==> config.mk <==
export PLATFORM = sky130hd
export DESIGN_NAME = usb_tx_scheduler
export DESIGN_NICKNAME = d
export VERILOG_FILES = /design/src/rtl/usb_pkg.sv /design/src/rtl/usb_sched_timer.sv /design/src/rtl/usb_tx_scheduler.sv
export SDC_FILE = /design/constraint.sdc
export NUM_CORES = 1
export LEC_CHECK = 0
export ABC_AREA = 1
export CAP_MARGIN = 40
export CELL_PAD_IN_SITES_DETAIL_PLACEMENT = 1
export CELL_PAD_IN_SITES_GLOBAL_PLACEMENT = 2
export CORE_ASPECT_RATIO = 1.4
export CORE_MARGIN = 5
export CORE_UTILIZATION = 28
export DETAILED_ROUTE_END_ITERATION = 8
export PLACE_DENSITY = 0.86
export SLEW_MARGIN = 30
export SYNTH_ARGS = -nofsm -noshare
export SYNTH_HDL_FRONTEND = slang
export SYNTH_HIERARCHICAL = 1
export SYNTH_SLANG_ARGS = --single-unit
==> constraint.sdc <==
create_clock -name clk -period 2.2 [get_ports clk]
set_input_delay 0.55 -clock clk [delete_from_list [all_inputs] [get_ports clk]]
set_output_delay 0.55 -clock clk [all_outputs]
set_load 0.03 [all_outputs]
==> src/rtl/usb_pkg.sv <==
// usb_pkg: packet codes, scheduler states and the payload size limit
// shared by the USB transmit scheduler files.
package usb_pkg;
    localparam int MAX_SIZE = 64;
    typedef enum logic [1:0] {
        PKT_ACK  = 2'b00,
        PKT_NACK = 2'b01,
        PKT_DATA = 2'b10,
        PKT_IDLE = 2'b11
    } pkt_t;
    typedef enum logic [1:0] {
        S_IDLE,
        S_ISSUE,
        S_ACTIVE,
        S_GAP
    } state_t;
endpackage

==> src/rtl/usb_sched_timer.sv <==
// usb_sched_timer: loadable down-counter, saturating at zero, used for the
// issue timeout and the inter-packet gap.
module usb_sched_timer #(
    parameter int W = 8
) (
    input  logic         clk,
    input  logic         rst,
    input  logic         load,
    input  logic [W-1:0] load_val,
    output logic         zero
);
    logic [W-1:0] cnt;
    always_ff @(posedge clk or posedge rst) begin
        if (rst) cnt <= '0;
        else if (load) cnt <= load_val;
        else if (cnt != '0) cnt <= cnt - 1'b1;
    end
    assign zero = cnt == '0;
endmodule

==> src/rtl/usb_tx_scheduler.sv <==
// usb_tx_scheduler: latches handshake/DATA requests and issues them to the USB transmitter.
// Define USB_TX_SCHED_GAP_EN for an IPG_CYCLES inter-packet gap (otherwise one cycle).
module usb_tx_scheduler #(
    parameter int MAX_SIZE      = usb_pkg::MAX_SIZE,
    parameter int START_TIMEOUT = 8,
    parameter int IPG_CYCLES    = 16
) (
    input  logic       clk,
    input  logic       rst,
    input  logic       hs_req,
    input  logic       hs_nak,
    input  logic       data_req,
    input  logic [6:0] data_size,
    input  logic [7:0] buf_rdata,
    output logic       buf_rd,
    output logic [1:0] tx_packet,
    output logic [7:0] tx_packet_data,
    output logic [6:0] tx_packet_data_size,
    input  logic       get_tx_packet_data,
    input  logic       tx_busy,
    output logic       hs_pending,
    output logic       data_pending,
    output logic       hs_done,
    output logic       data_done,
    output logic       err,
    output logic       sched_busy
);
    import usb_pkg::*;
    localparam int TW = $clog2((START_TIMEOUT > IPG_CYCLES ? START_TIMEOUT : IPG_CYCLES) + 1);
    state_t state, state_d;
    logic hs_nak_q, sel_hs, load, zero;
    logic [6:0] size_q, cur_size, cnt;
    logic [TW-1:0] load_val;
    logic hs_acc, data_ok, data_acc, issue_go, timeout, fin, data_act, fetch_ok, over_fetch, err_d;
    always_comb begin
        hs_acc     = hs_req & ~hs_pending;
        data_ok    = data_size != 7'd0 && int'(data_size) <= MAX_SIZE;
        data_acc   = data_req & ~data_pending & data_ok;
        issue_go   = state == S_ISSUE && tx_busy;
        timeout    = state == S_ISSUE && !tx_busy && zero;
        fin        = state == S_ACTIVE && !tx_busy;
        data_act   = state == S_ACTIVE && !sel_hs;
        fetch_ok   = data_act && get_tx_packet_data && cnt < cur_size;
        over_fetch = data_act && get_tx_packet_data && cnt >= cur_size;
        err_d      = (hs_req & hs_pending) | (data_req & ~data_acc) | timeout | over_fetch
                   | (fin & ~sel_hs & (cnt != cur_size));
    end
    always_comb begin
        state_d = state;
        case (state)
            S_IDLE:   state_d = (hs_pending | data_pending) ? S_ISSUE : S_IDLE;
            S_ISSUE:  state_d = tx_busy ? S_ACTIVE : (zero ? S_GAP : S_ISSUE);
            S_ACTIVE: state_d = tx_busy ? S_ACTIVE : S_GAP;
`ifdef USB_TX_SCHED_GAP_EN
            S_GAP:    state_d = zero ? S_IDLE : S_GAP;
`else
            S_GAP:    state_d = S_IDLE;
`endif
        endcase
        load                = state_d != state;
        load_val            = state_d == S_ISSUE ? TW'(START_TIMEOUT - 1) : TW'(IPG_CYCLES - 1);
        tx_packet           = state == S_ISSUE ? (sel_hs ? (hs_nak_q ? PKT_NACK : PKT_ACK) : PKT_DATA) : PKT_IDLE;
        tx_packet_data_size = (state == S_ISSUE && !sel_hs) ? size_q : 7'd0;
        tx_packet_data      = data_act ? buf_rdata : 8'd0;
        buf_rd              = fetch_ok;
        sched_busy          = state != S_IDLE;
    end
    usb_sched_timer #(.W(TW)) u_timer (
        .clk      (clk),
        .rst      (rst),
        .load     (load),
        .load_val (load_val),
        .zero     (zero)
    );
    always_ff @(posedge clk or posedge rst) begin
        if (rst) begin
            state        <= S_IDLE;
            hs_pending   <= 1'b0;
            data_pending <= 1'b0;
            hs_nak_q     <= 1'b0;
            size_q       <= 7'd0;
            cur_size     <= 7'd0;
            cnt          <= 7'd0;
            sel_hs       <= 1'b0;
            hs_done      <= 1'b0;
            data_done    <= 1'b0;
            err          <= 1'b0;
        end else begin
            state        <= state_d;
            hs_pending   <= hs_acc | (hs_pending & ~(issue_go & sel_hs));
            data_pending <= data_acc | (data_pending & ~(issue_go & ~sel_hs));
            if (hs_acc) hs_nak_q <= hs_nak;
            if (data_acc) size_q <= data_size;
            // a handshake accepted this cycle still outranks an older data request
            if (state == S_IDLE) sel_hs <= hs_pending | hs_acc;
            if (issue_go) begin
                cur_size <= size_q;
                cnt      <= 7'd0;
            end else if (fetch_ok) cnt <= cnt + 7'd1;
            hs_done   <= fin & sel_hs;
            data_done <= fin & ~sel_hs;
            err       <= err_d;
        end
    end
endmodule

==> results.toml <==
[outcome]
status = "finished clean"

[route]
highest_layer = "met4"
vias = 1991
routedWlPerCell_um = 12.8
m1WireLength_mm = 2.32
ant_nets = 0
dr_wl_met2_mm = 3.23
via_per_inst = 4.41
initialDrtViolationCount = 73
drcViolationCount = 0
wl_mm = 5.78
wl_met3_um = 139
drt_pre_antenna_iters = 4

[synth]
netlist_area_um2 = 2110
ys_top_cells_by_area = "dfrtp_1 (42%), nand2_1 (14%), inv_1 (10%)"
synth.top_cell.area_share_pct = 41.6
synth_warnings = 6
synth_top_area_cell = "dfrtp_1"
synth_area_per_cell_um2 = 7.32
ys_seq_area_share_pct = 41.6
ys.flop_type = "dfrtp_1"
async_flop_share_pct = 100
synthDistinctLibCells = 28
synth_edf_count = 0
synth_seq_cells = 35
synth_cells = 288

[setup_path]
ff2ff_setup_slack_ns = 0.37
startpoint_type = "flop"
reg2reg_from = "state[1]"
required_ns = 1.65
critPathArrivalTime_ns = 1.60
r2r_cells = 12
worstReg2RegEnd = "u_timer/cnt[1]"
end_kind = "output pin"
path_class = "flop to output pin"
crit_path_max_fanout = 2

[place]
dpl_worst_slack_ns = -0.124
io_buffers = 45
place_hpwl_mm = 4.58
postPlaceCellArea_um2 = 2700
dp.cells = 440
place_congestion = 0.886

[power]
p_per_area_nw_per_um2 = 1310
finalPower_mw = 3.74
leakagePower_nw = 1.56
ir_drop_v = 0.000529

[timing]
finalMaxSlewViolations = 0
setup-tns-final_ns = 0
setup_viol = 0
period_share_pct = 97.9
fin_ws_ns = 0.0462
skew_ns = 0.0131
hold_viol_final = 0
rsz0062_at_grt = "true"
period_needed_ns = 2.15
max_clock_freq_mhz = 464
hold_slack_ns = 0.495

[clock_network]
cts_tree = "built"
cts-root-buf = "clkbuf_8"
cts-buffers-inserted = 5
clk_path_buf_depth = 2
clkLatencyLatePin_ns = 0.28
path_clk_slew_ns = 0.08
h-tree-depth = 2
ctsHoldBuffers = 0
clock_sink_count = 35

[finish]
layout.cells.non_filler = 451
final_common_cell = "nand2_1"
final_design_area_no_fill_um2 = 2860
num_antenna_cells = 0
fin_util_pct = 38.9
layout-drive-gt1-share_pct = 18.1
final_cell_mix = "nand2_1 (74), inv_1 (55), nor2_1 (33), dfrtp_1 (33), buf_4 (31)"
final_nets = 386
syn_to_final_growth_pct = 35.8

[floorplan]
die_x_um = 83.3
start_util_pct = 28.6
die_h_um = 113
die-area_um2 = 9380
core_um2 = 7360
io_pins = 46
rows = 37

[worst_hold_path]
hp-start = "size_q[3]"
min_path_type = "flop to flop"
min_path_cells = 2
min_to = "cur_size[3]"

[grt]
grt_start_max_net_pins = 31
grt_pass1_vias = 2145
grt-ovfl-total = 0
grt_pass1_wl_mm = 9.76
antenna_found_initial = 0
grt.total_usage_pct = 12.7

[job]
drv_cap = 0
==> cell families (layout without fill, tap and decap cells) <==
family / Yosys count / in the layout / share of synthesized area, %
simple gates: 144 / 144 / 31.7
fa+ha+maj: 9 / 9 / 5.34
xor+xnor: 4 / 4 / 1.66
compound gates: 29 / 29 / 6.95
flops: 35 / 35 / 41.6
buf+inv: 65 / 129 / 12.5
other cells: 2 / 4 / 0.356
==> synth_stat cells, types with 2 or more instances <==
library cell	instances
nand3b_1	2
o21ai_1	4
o21ai_0	20
a21oi_1	4
nand3_4	2
dfrtp_1	35
xor2_1	2
inv_1	57
ha_1	9
nand3_1	16
buf_6	2
nand4_1	3
conb_1	2
nand2_1	77
nor2_1	35
nor3_1	2
inv_2	4
xnor2_1	2
==> power breakdown <==
group	switching, mW	internal [mW]	total, mW
clock	0.222	0.211	0.433
combinational	1.30	0.862	2.16
sequential	0.226	0.929	1.15
total	1.74	2.00	3.74
==> state kept, by name (all words and copies together) (netlist names) <==
signal and count:
u_timer/cnt 5, sel_hs 1, size_q 7, err 1, state 2, hs_done 1, data_pending 1, cnt 7
cur_size 7, data_done 1, hs_pending 1, hs_nak_q 1
==> how the worst max path moves through the flow <==
stage,start,to,depth (start not counted)
after floorplan,cnt[6],buf_rd,6
after global placement,tx_busy,u_timer/cnt[3],13
after detailed placement,tx_busy,u_timer/cnt[1],12
after CTS,cnt[5],buf_rd,8
after global routing,cur_size[4],buf_rd,9
final,cur_size[4],buf_rd,9
==> layer usage <==
metal / GRT usage, % / up-vias
li1: - / 1000
met1: 13.1 / 957
met2: 25.2 / 24
met3: 2.72 / 10
met4: 3.71 / 0
met5: 0 / -
==> critical path, cell delays in order (launching register included) <==
cell     delay, ns
dfrtp_1       0.36
inv_1         0.11
ha_4          0.22
nand2_1       0.06
nand2_1       0.06
a21oi_2       0.13
buf_4         0.14
nand3_4       0.08
inv_4         0.06
buf_6         0.12
==> layout make-up <==
| type | instances | area [µm²] |
|---|---|---|
| clock buffers | 6 | 72.6 |
| inverters | 62 | 238 |
| repair buffers | 61 | 531 |
| flip-flops and latches | 35 | 878 |
| fillers | 931 | 4500 |
| multi-input cells | 190 | 1020 |
| well taps | 97 | 121 |
==> timing repair <==
| item | in CTS | in global routing |
|---|---|---|
| cloned | 0 | 0 |
| resized for setup | 11 | 7 |
| setup buffers | 3 | 2 |
| setup endpoints to repair | 4 | 6 |
| pin swaps | 3 | 2 |
Power figures use the tool's default switching activity.
